### src/rtl/spi_fifo_master.sv
// Mode-0 SPI master that pops words from a TX FIFO, shifts them out MSB-first
// and hands each concurrently captured word to an RX FIFO as a one-cycle strobe.
module spi_fifo_master #(
  parameter int DATA_WIDTH = 8,
  parameter int CLK_DIV    = 4
) (
  input  logic                  clk,
  input  logic                  rst,
  input  logic                  enable,
  input  logic                  fifo_empty,
  output logic                  fifo_rd_en,
  input  logic [DATA_WIDTH-1:0] fifo_rd_data,
  input  logic                  rx_full,
  output logic [DATA_WIDTH-1:0] rx_data,
  output logic                  rx_valid,
  output logic                  busy,
  output logic                  sclk,
  output logic                  mosi,
  input  logic                  miso,
  output logic                  cs_n
);

  localparam int CW = (CLK_DIV > 1) ? $clog2(CLK_DIV) : 1;
  localparam int BW = $clog2(DATA_WIDTH) + 1;

  typedef enum logic [2:0] {IDLE, SETUP, HIGH, LOW, DONE} state_t;

  state_t                state_q, state_d;
  logic [CW-1:0]         cnt_q, cnt_d;
  logic [BW-1:0]         bit_q, bit_d;
  logic [DATA_WIDTH-1:0] tx_shift_q, tx_shift_d;
  logic [DATA_WIDTH-1:0] rx_shift_q, rx_shift_d;
  logic [DATA_WIDTH-1:0] rx_data_q, rx_data_d;
  logic                  sclk_q, sclk_d;
  logic                  mosi_q, mosi_d;
  logic                  cs_n_q, cs_n_d;
  logic                  rx_valid_q, rx_valid_d;
  logic                  phase_end;
  logic                  start;

  always_ff @(posedge clk or posedge rst) begin
    if (rst) begin
      state_q    <= IDLE;
      cnt_q      <= '0;
      bit_q      <= '0;
      tx_shift_q <= '0;
      rx_shift_q <= '0;
      rx_data_q  <= '0;
      sclk_q     <= 1'b0;
      mosi_q     <= 1'b0;
      cs_n_q     <= 1'b1;
      rx_valid_q <= 1'b0;
    end else begin
      state_q    <= state_d;
      cnt_q      <= cnt_d;
      bit_q      <= bit_d;
      tx_shift_q <= tx_shift_d;
      rx_shift_q <= rx_shift_d;
      rx_data_q  <= rx_data_d;
      sclk_q     <= sclk_d;
      mosi_q     <= mosi_d;
      cs_n_q     <= cs_n_d;
      rx_valid_q <= rx_valid_d;
    end
  end

  always_comb begin
    state_d    = state_q;
    cnt_d      = cnt_q + 1'b1;
    bit_d      = bit_q;
    tx_shift_d = tx_shift_q;
    rx_shift_d = rx_shift_q;
    rx_data_d  = rx_data_q;
    mosi_d     = mosi_q;
    fifo_rd_en = 1'b0;
    phase_end  = (cnt_q == CW'(CLK_DIV - 1));
    // A pop is never issued while reset is held, so no TX word is consumed then.
    start      = !rst && enable && !fifo_empty && !rx_full;

    case (state_q)
      IDLE: begin
        if (start) begin
          fifo_rd_en = 1'b1;
          tx_shift_d = fifo_rd_data;
          mosi_d     = fifo_rd_data[DATA_WIDTH-1];
          bit_d      = '0;
          state_d    = SETUP;
        end
      end
      SETUP: begin
        if (phase_end) begin
          state_d    = HIGH;
          rx_shift_d = {rx_shift_q[DATA_WIDTH-2:0], miso};
        end
      end
      HIGH: begin
        if (phase_end) begin
          state_d    = LOW;
          bit_d      = bit_q + 1'b1;
          tx_shift_d = {tx_shift_q[DATA_WIDTH-2:0], 1'b0};
          mosi_d     = tx_shift_q[DATA_WIDTH-2];
        end
      end
      LOW: begin
        if (phase_end) begin
          if (bit_q == BW'(DATA_WIDTH)) begin
            state_d   = DONE;
            rx_data_d = rx_shift_q;
          end else begin
            state_d    = HIGH;
            rx_shift_d = {rx_shift_q[DATA_WIDTH-2:0], miso};
          end
        end
      end
      DONE:    state_d = IDLE;
      default: state_d = IDLE;
    endcase

    if (state_d != state_q) cnt_d = '0;

    // Pin outputs are registered, so they follow the state being entered.
    sclk_d     = (state_d == HIGH);
    cs_n_d     = !((state_d == SETUP) || (state_d == HIGH) || (state_d == LOW));
    rx_valid_d = (state_d == DONE);
  end

  assign busy     = (state_q != IDLE);
  assign sclk     = sclk_q;
  assign mosi     = mosi_q;
  assign cs_n     = cs_n_q;
  assign rx_valid = rx_valid_q;
  assign rx_data  = rx_data_q;

endmodule

### config.mk
export PLATFORM = sky130hd
export DESIGN_NAME = spi_fifo_master
export DESIGN_NICKNAME = d
export VERILOG_FILES = /design/src/rtl/spi_fifo_master.sv
export SDC_FILE = /design/constraint.sdc
export NUM_CORES = 1
export LEC_CHECK = 0
export ABC_AREA = 1
export BUFFER_PORTS_ARGS = -buffer_cell sky130_fd_sc_hd__buf_4
export CORE_UTILIZATION = 50
export DETAILED_ROUTE_END_ITERATION = 6
export GPL_TIMING_DRIVEN = 0
export PLACE_DENSITY = 0.72
export SLEW_MARGIN = 20
export SYNTH_ARGS = -nofsm -noshare
export SYNTH_HDL_FRONTEND = slang
export SYNTH_SLANG_ARGS = --single-unit
### constraint.sdc
create_clock -name clk -period 1.9 [get_ports clk]
set_clock_uncertainty 0.15 [all_clocks]
set_input_delay 0.475 -clock clk [delete_from_list [all_inputs] [get_ports clk]]
set_output_delay 0.475 -clock clk [all_outputs]
set_load 0.05 [all_outputs]
After elaboration in Yosys (flattened, before gate mapping)
Cells that the tools add are included.
{"block": "word_totals", "in_bits": 14, "reg_bits": 36, "word_cells": 65, "out_inout_bits": 14}
{"block": "classes", "muxes": 22, "reduce_logical": 16, "n_addsub": 2, "n_eq_ne": 15}
{"cell": "$mux W8", "count": 3}
{"cell": "$pmux W8 S2", "count": 1}
{"cell": "$mux W3", "count": 5}
{"cell": "$mux W7", "count": 2}
{"cell": "$pmux W7 S2", "count": 1}
{"cell": "$eq A3 B2 Y1 const B", "count": 4}
{"cell": "$pmux W3 S4", "count": 1}
{"cell": "$ne A2 B2 Y1 const B", "count": 5}
{"cell": "$mux W4", "count": 2}
{"cell": "$pmux W4 S2", "count": 1}
{"cell": "$eq A3 B1 Y1 const B", "count": 2}
{"cell": "$reduce_and A3 Y1", "count": 2}
{"cell": "$add A4 B1 Y4 const B", "count": 1}
{"cell": "$eq A4 B4 Y1 const B", "count": 1}
{"cell": "$logic_not A1 Y1", "count": 4}
{"cell": "$mux W1", "count": 4}
{"cell": "$reduce_and A4 Y1", "count": 1}
{"cell": "$reduce_bool A2 Y1", "count": 2}
{"cell": "$eq A3 B3 Y1 const B", "count": 1}
{"cell": "$logic_and A1 B1 Y1", "count": 3}
{"cell": "$logic_not A3 Y1", "count": 1}
{"cell": "$ne A3 B3 Y1", "count": 1}
{"cell": "$reduce_bool A3 Y1", "count": 1}
{"cell": "$add A2 B1 Y2 const B", "count": 1}
{"cell": "other kinds (4)", "count": 5}

Depth between registers and ports, before layout
Gate-level depths: netlist of the first run.
{"block": "depth", "depth_word": 10, "ltp_mapped": 9, "mapped_depth_nobuf": 9}

Least setup slack after synthesis of the first run
Ideal clock, no wire load.
{"block": "synth_timing", "path_kind": "reg2out", "from": "register state_q[0]", "to": "output port fifo_rd_en", "stages_incl_launch_ff": 4, "n_path_buf": 0, "path_slack_ps": 254, "arrival_time_ps": 1021, "cell_sequence": "dfrtp_1 > nor2_4 > nand2_4 > nor2_8"}
{"block": "synth_between", "elab_chain_len": 2}
{"item": "from (decl)", "line_no": "28", "rtl": "state_t state_q, state_d;"}
{"item": "from (signal assigned)", "line_no": "54", "rtl": "state_q <= state_d;"}
{"item": "$logic_not A3 Y1", "line_no": "80", "rtl": "case (state_q)"}
{"item": "$mux W1", "line_no": "80"}
{"item": "to (decl)", "line_no": "11", "rtl": "output logic fifo_rd_en,"}
Every way passes these cells.

Final worst setup path of the first run
Ends and elaborated chain as after synthesis.

==> out/results.ini, run 1 <==
[placed_design]
dpl_cell_area_mm2=0.001937
place_ws_ns=0.1227
dp_hpwl_um=2354
place.gp.congestion=0.8456
port_buffers=27

[run_status]
outcome=completed

[setup_path]
slowest_delay_ns=0.44
crit_fanout=2
r2r-start=cnt_q[0]
r2r_setup_slack_ns=0.18
r2r_end=cnt_q[0]
critical_path_buf_inv_count=1
crit_path_end_kind=primary output
slowest_stage=dfrtp_2
cp.arrival_ns=1.23
start_kind=register
path_cells=nor2_4, nand2_4, nor2_8, buf_8
cpLargestDelayFamily=flip-flops
critPathRequiredTime_ns=1.27
criticalPathCategory=register to primary output
reg2reg_depth=8

[floorplan]
rows=20
initial_core_util=0.5368
dieArea_mm2=0.003594
die_y_um=59.95
ioPinCount=28
die_w_um=59.95
core_mm2=0.003128

[cts]
path_clk_slew_ns=0.10
clock_path_buffers=2
cts_made_buffers=5
cts_tree=done
cts.sinks=36
clockRootBuffer=clkbuf_4
clock_latency_ns=0.34
htree_levels=2
postCtsHoldBufs=0

[grt]
grt_first_pass_wirelength_um=5589
grt_pass1_vias=1307
grt_use_total=0.2167
grt_max_degree=37
antenna_found_initial=0
grt-ovfl-total=0

[sta]
max-slew-margin-rel=0.5181
fmax_ghz=0.5386
min_period_over_period=0.9773
worst_slew_pin_slew_ns=0.7217
setup-violations-final=0
setup_slack_ns=0.04321
finalHoldViolations=0
layout_min_cycle_time_ns=1.857
rsz0062_at_grt=true
slew_viol_final=0

[route]
drtPass1Iterations=4
vias=1324
postRouteAntennaNets=0
drt_iter0_markers=56
wl_um=3230
drc_errors=0
viasPerCell=4.832
routedWlPerCell_um=11.79

[power]
ir_drop_mv=0.4517
combPwrFrac=0.173
power.total_mw=1.479
clock_power_share=0.260
powerDensity_mw_per_mm2=726.4
seqPwrFrac=0.566
switching_share=0.2913
internal_power_mw=1.048
switchingPower_uw=430.7
p_leak_nw=1.041

[cells_and_area]
areaGrowthSynthToFinish_pct=21.24
final_common_cell=nand2_1
nets=246
final_cell_area_mm2=0.002036
antenna_cells=0
final_cell_mix=nand2_1 (49), dfrtp_1 (34), buf_4 (31)
post_route_cells_drive_above_1_share=0.2957

[yosys]
ys_seq_area_frac=0.5373
synth.net_count=207
yosysWarnings=0
synth.distinct_cells=21
syn_inst=190
synth_area_mm2=0.001679
syn_avg_cell_area_um2=8.837
ys_seq_elements=36

[job]
drv_cap=0

[worst_hold_path]
hold_class=input pin to asynchronous set/reset pin

-- sequential cells by signal, summed over array words and instances, names as in the netlist --
name	count
bit_q	4
cnt_q	2
cs_n	1
mosi	1
rx_data	8
rx_shift_q	8
rx_valid	1
sclk	1
state_q	3
tx_shift_q	7
-- synth_stat cells --
cell type	count	share of area
o21ai_2	9	0.047
o21ai_1	1	0.0030
nand2_1	49	0.11
inv_2	2	0.0045
nor2_2	1	0.0037
buf_2	1	0.0030
nor2_1	19	0.042
o21ai_0	22	0.066
nand2_4	2	0.013
inv_4	1	0.0037
inv_1	26	0.058
dfrtp_1	35	0.52
nand2_2	4	0.015
buf_6	3	0.020
nand4_1	3	0.011
dfstp_2	1	0.016
nor2_8	1	0.012
ha_1	3	0.022
nand3_1	3	0.0089
nor2_4	2	0.013
a21oi_1	2	0.0060
-- metal layers --
layer | track usage | share of wire
met3 | 0.04545 | 0.036
met2 | 0.3762 | 0.51
met1 | 0.2486 | 0.44
met5 | 0 | 0
met4 | 0.1163 | 0.013
-- stage by stage --
stage / setup TNS [ns] / cells / utilization / hold slack (ns)
6_report: 0 / 274 / 0.6508 / 0.1122
5_1_grt: -0.04315 / 274 / 0.6508 / 0.1499
3_5_place_dp: 0 / 261 / 0.6192 / 0.2842
2_1_floorplan: 0 / 190 / - / 0.2588
3_3_place_gp: 0 / 261 / 0.6192 / 0.2718
4_1_cts: 0 / 272 / 0.6452 / 0.1293
-- power by group through the flow --
stage | sequential, mW | combinational (mW) | clock [mW]
floorplan | 0.894 | 0.129 | 0
global placement | 0.852 | 0.239 | 0
detailed placement | 0.854 | 0.247 | 0
CTS | 0.838 | 0.257 | 0.405
global route | 0.844 | 0.284 | 0.441
finish | 0.838 | 0.256 | 0.385
-- final cells by class --
class / instances / area [µm²]
Clock inverter: 1 / 5.005
Fill cell: 270 / 1092
Sequential cell: 36 / 903.4
Clock buffer: 7 / 45.04
Timing Repair Buffer: 32 / 247.7
Tap cell: 44 / 55.05
Multi-Input combinational cell: 121 / 629.4
Inverter: 29 / 111.4
Buffer: 4 / 38.79
-- worst max-delay path by stage --
stage | startpoint | endpoint | cells past startpoint
2_1_floorplan | state_q[0] | fifo_rd_en | 3
3_3_place_gp | rst | rx_data[3] | 2
3_5_place_dp | rst | fifo_rd_en | 5
4_1_cts | state_q[2] | fifo_rd_en | 4
5_1_grt | state_q[1] | fifo_rd_en | 4
6_report | state_q[0] | fifo_rd_en | 4
-- cell families after synthesis --
kind of cell | count (synthesis) | synth area share
AOI/OAI and AO/OA | 34 | 0.1215
buffers and inverters | 33 | 0.08942
adders and majority gates | 3 | 0.02236
and+or+nand+nor | 84 | 0.2295
DFF | 36 | 0.5373
-- timing repair --
action | CTS | global route
resized for setup | 3 | 1
setup endpoints to repair | 2 | 3
setup buffers | 3 | 2
pin swaps | 2 | 0
Power figures use the tool's default switching activity.
==> run 2: changes to the inputs <==
--- a/config.mk
+++ b/config.mk
@@ -7,10 +7,13 @@
 export LEC_CHECK = 0
 export ABC_AREA = 1
 export BUFFER_PORTS_ARGS = -buffer_cell sky130_fd_sc_hd__buf_4
-export CORE_UTILIZATION = 50
+export CELL_PAD_IN_SITES_DETAIL_PLACEMENT = 1
+export CELL_PAD_IN_SITES_GLOBAL_PLACEMENT = 2
+export CORE_UTILIZATION = 33
 export DETAILED_ROUTE_END_ITERATION = 6
 export GPL_TIMING_DRIVEN = 0
-export PLACE_DENSITY = 0.72
+export PLACE_DENSITY_LB_ADDON = 0.1
+export RECOVER_POWER = 25
 export SLEW_MARGIN = 20
 export SYNTH_ARGS = -nofsm -noshare
 export SYNTH_HDL_FRONTEND = slang
==> run 2 against run 1 <==
Wire length rose by 15%. Flip-flop and latch count unchanged. Worst setup slack improved by 0.020 ns. Non-clock buffer count grew 2. Global-route usage down 4.8 points. Sequential power about the same. Via count increased by 1.1%. Utilization decreased by 21 points. Largest power group unchanged. Clock power increased by 74%. Sequential share of layout area down 2.1 points.
==> out/results.ini, run 2 (synthesis gave the netlist of run 1 again) <==
[run_status]
outcome=completed

[sta]
fmax_ghz=0.5444
finalHoldViolations=0
min_period_over_period=0.9668
totalNegativeSetupSlack_ns=0
worst_slew_pin_slew_ns=0.5731
layout_min_cycle_time_ns=1.837
max-slew-margin-rel=0.6179
slew_viol_final=0
rsz0062_at_grt=false
setup_slack_ns=0.06302
setup-violations-final=0

[cts]
htree_levels=2
cts_tree=done
cts_made_buffers=5
clock_latency_ns=0.29
clockRootBuffer=clkbuf_8
postCtsHoldBufs=0
cts.sinks=36
path_clk_slew_ns=0.07
clock_path_buffers=2

[grt]
grt_pass1_vias=1522
grt_use_total=0.1686
grt_max_degree=24
antenna_found_initial=0
grt-ovfl-total=0
grt_first_pass_wirelength_um=6817

[route]
wl_um=3723
vias=1338
postRouteAntennaNets=0
routedWlPerCell_um=12.45
drtPass1Iterations=4
drc_errors=0
drt_iter0_markers=54
viasPerCell=4.475

[floorplan]
die_y_um=73.33
core_mm2=0.004817
rows=25
dieArea_mm2=0.005377
initial_core_util=0.3486
ioPinCount=28
die_w_um=73.33

[cells_and_area]
nets=248
final_cell_mix=nand2_1 (49), dfrtp_1 (34), buf_4 (31)
antenna_cells=0
areaGrowthSynthToFinish_pct=27.35
post-route-util=0.4439
fin_cells=299
final_common_cell=nand2_1
nFillCells=585
post_route_cells_drive_above_1_share=0.3060

[setup_path]
crit_fanout=3
criticalPathCategory=register to primary output
cp.arrival_ns=1.21
start_kind=register
crit_path_end_kind=primary output
critPathRequiredTime_ns=1.27
reg2reg_depth=8

[placed_design]
place.gp.congestion=0.7376
port_buffers=27
dp.cells=285
dp_hpwl_um=2733
place_ws_ns=0.1007

[worst_hold_path]
hold_class=input pin to asynchronous set/reset pin

[job]
drv_cap=0

[power]
powerDensity_mw_per_mm2=827.1
p_leak_nw=1.078
ir_drop_mv=0.4402
power.total_mw=1.769

==> run 2: final timing paths <==
| path | start | end | slack (ns) |
|---|---|---|---|
| max | state_q[2] | fifo_rd_en | 0.06 |
| min | rst | bit_q[1] | 0.1 |
| max reg2reg | cnt_q[0] | cnt_q[0] | 0.19 |
| min reg2reg | cnt_q[0] | cnt_q[0] | 0.29 |
| max in group asynchronous | rst | state_q[0] | 0.51 |
| min in group clk | fifo_rd_data[0] | tx_shift_q[0] | 0.25 |
==> run 2: metal layers <==
metal,track usage,vias to the layer above,share of wire
li1,-,666,-
met1,0.1919,641,0.43
met2,0.2984,24,0.51
met3,0.04527,7,0.041
met4,0.07051,0,0.017
met5,0,-,0
==> run 2: critical path: stages, from the launching register on <==
cell,delay [ns]
dfrtp_1,0.41
nor2_4,0.15
nand2_4,0.08
nor2_8,0.13
buf_8,0.15
==> run 2: stage by stage <==
step	area, µm²	hold WS (ns)
6_report	2138	0.09775
5_1_grt	2138	0.1216
4_1_cts	2143	0.01208
3_5_place_dp	1993	0.2944
3_3_place_gp	1966	0.2705
2_1_floorplan	1679	0.2588
==> run 2: repair_timing <==
action | in CTS | in global routing
setup endpoints to repair | 1 | 3
buffers inserted | 4 | 2
pin swaps | 2 | 2
gates resized for setup | 3 | 1
gates cloned | 0 | 0
==> run 2: area by class of cell <==
| cell class | count | area (µm²) | area share |
|---|---|---|---|
| flip-flops and latches | 36 | 903.4 | 0.4225 |
| inverters | 29 | 111.4 | 0.05208 |
| multi-input cells | 121 | 629.4 | 0.2943 |
| plain buffers | 4 | 38.79 | 0.01814 |
| clock buffers | 5 | 68.82 | 0.03218 |
| clock inverters | 3 | 42.54 | 0.01989 |
| well taps | 67 | 83.83 | 0.03920 |
| repair buffers | 34 | 260.3 | 0.1217 |
==> run 2: power breakdown <==
part	switching [mW]	total, mW	internal [mW]
combinational	0.169	0.260	0.0903
clock	0.283	0.671	0.388
sequential	0.0233	0.838	0.814
==> run 3: changes to the inputs <==
==> config.mk (replaced) <==
export PLATFORM = sky130hd
export DESIGN_NAME = spi_fifo_master
export DESIGN_NICKNAME = d
export VERILOG_FILES = /design/src/rtl/spi_fifo_master.sv
export SDC_FILE = /design/constraint.sdc
export NUM_CORES = 1
export LEC_CHECK = 0
export ABC_AREA = 1
export CORE_UTILIZATION = 50
export DETAILED_ROUTE_END_ITERATION = 6
export DONT_BUFFER_PORTS = 1
export GPL_TIMING_DRIVEN = 0
export RECOVER_POWER = 25
export SLEW_MARGIN = 20
export SYNTH_ARGS = -nofsm -noshare
export SYNTH_HDL_FRONTEND = slang
export SYNTH_SLANG_ARGS = --single-unit
==> run 3 against run 2 <==
The flow now finishes with violations (setup timing). Power fell by 17%. Sequential share of layout area rose by 7.2 points. Via count fell by 7.9%. Flip-flop and latch count did not move. Combinational power fell by 37%. Final cell count fell by 18%. Register-to-register slack got worse by 0.04 ns. Maximum frequency fell by 5.8%. Largest power group unchanged.
==> out/results.ini, run 3 (synthesis gave the netlist of run 1 again) <==
[route]
drtPass1Iterations=4
drc_errors=0
wl_um=3070
routedWlPerCell_um=12.53
postRouteAntennaNets=0
vias=1232
viasPerCell=5.029
drt_iter0_markers=55

[sta]
setup-violations-final=1
finalHoldViolations=0
fmax_ghz=0.5127
hold-worst-slack_ns=0.1160
max-slew-margin-rel=0.1134
slew_viol_final=0
rsz0062_at_grt=true
min_period_over_period=1.027
worst_slew_pin_slew_ns=1.328
layout_min_cycle_time_ns=1.950
setup_slack_ns=-0.05042

[grt]
antenna_found_initial=0
grt_max_degree=37
grt-ovfl-total=0
grt_first_pass_wirelength_um=5299
grt_pass1_vias=1242
grt_use_total=0.2052

[cts]
cts_made_buffers=5
cts.sinks=36
path_clk_slew_ns=0.10
cts_tree=done
htree_levels=2
clock_path_buffers=2
clock_latency_ns=0.34
postCtsHoldBufs=0
clockRootBuffer=clkbuf_4

[job]
drv_cap=0

[cells_and_area]
areaGrowthSynthToFinish_pct=8.867
post_route_cells_drive_above_1_share=0.1841
post-route-util=0.5844
nets=217
nFillCells=290
final_common_cell=nand2_1
final_cell_area_mm2=0.001828
final_cell_mix=nand2_1 (49), dfrtp_1 (34), inv_1 (26)
multiInputGateArea_um2=635.6
antenna_cells=0
regArea_um2=903.4

[run_status]
violations=setup timing
outcome=finished, violations left

[setup_path]
cp.arrival_ns=1.33
cpLargestDelayFamily=simple AND/OR/NAND/NOR gates
start_kind=register
slowest_stage=dfrtp_2
slowest_delay_ns=0.44
critical_path_buf_inv_count=0
criticalPathCategory=register to primary output
path_cells=nor2_4, nand2_8, nor2_8
crit_fanout=4
crit_path_end_kind=primary output
critPathRequiredTime_ns=1.27

[placed_design]
place.gp.congestion=0.8108
dpl_cell_area_mm2=0.001734
dp_hpwl_um=2108
port_buffers=0

[floorplan]
initial_core_util=0.5368
die_y_um=59.95
rows=20
ioPinCount=28
die_w_um=59.95
dieArea_mm2=0.003594
core_mm2=0.003128

[power]
p_leak_nw=0.9017
powerDensity_mw_per_mm2=805.5
ir_drop_mv=0.6464

[worst_hold_path]
hold_class=input pin to register

[run 3: worst paths after layout]
path	from	to	slack (ns)	depth (start not counted)
max	state_q[0]	fifo_rd_en	-0.05	3
min	fifo_rd_data[0]	tx_shift_q[0]	0.12	2
max in group asynchronous	rst	state_q[0]	0.48	1
min reg2reg	cnt_q[0]	cnt_q[0]	0.29	1
max reg2reg	state_q[0]	tx_shift_q[4]	0.15	8
min in group asynchronous	rst	tx_shift_q[0]	0.24	1
[run 3: final cells by class]
type	instances	area share
Sequential cell	36	0.4942
Multi-Input combinational cell	121	0.3477
Inverter	29	0.06229
Clock buffer	8	0.03217
Tap cell	44	0.03012
Buffer	4	0.02122
Timing Repair Buffer	3	0.01232
[run 3: worst register-to-register path, stage by stage (launching register included)]
cell and delay [ns]:
dfrtp_2 0.44, nor2_4 0.17, buf_4 0.13, buf_4 0.11, nand2_1 0.14, buf_2 0.22
o21ai_0 0.16, nand2_1 0.08, o21ai_0 0.07
[run 3: through the flow]
stage	worst slack [ns]	instances	total power, mW	TNS (ns)
after floorplan	0.2538	190	1.023	0
after global placement	0.1112	234	1.049	0
after detailed placement	0.1318	234	1.055	0
after CTS	-0.05747	245	1.494	-0.05747
after global routing	-0.1016	245	1.553	-0.1016
final	-0.05042	245	1.472	-0.05042
[run 3: timing repair]
item	4_1_cts	5_1_grt
pin swaps	3	0
buffers inserted	3	0
setup endpoints to repair	1	1
gates resized for setup	3	0
[run 3: power by group]
| group | switching [mW] | internal, mW |
|---|---|---|
| registers | 0.0719 | 0.814 |
| logic | 0.111 | 0.0534 |
| clock network | 0.239 | 0.183 |
[run 3: per-layer routing]
metal	GRT usage	wire [µm]
met1	0.2216	1296
met2	0.3603	1566
met3	0.07792	148
met4	0.07973	58
met5	0	0
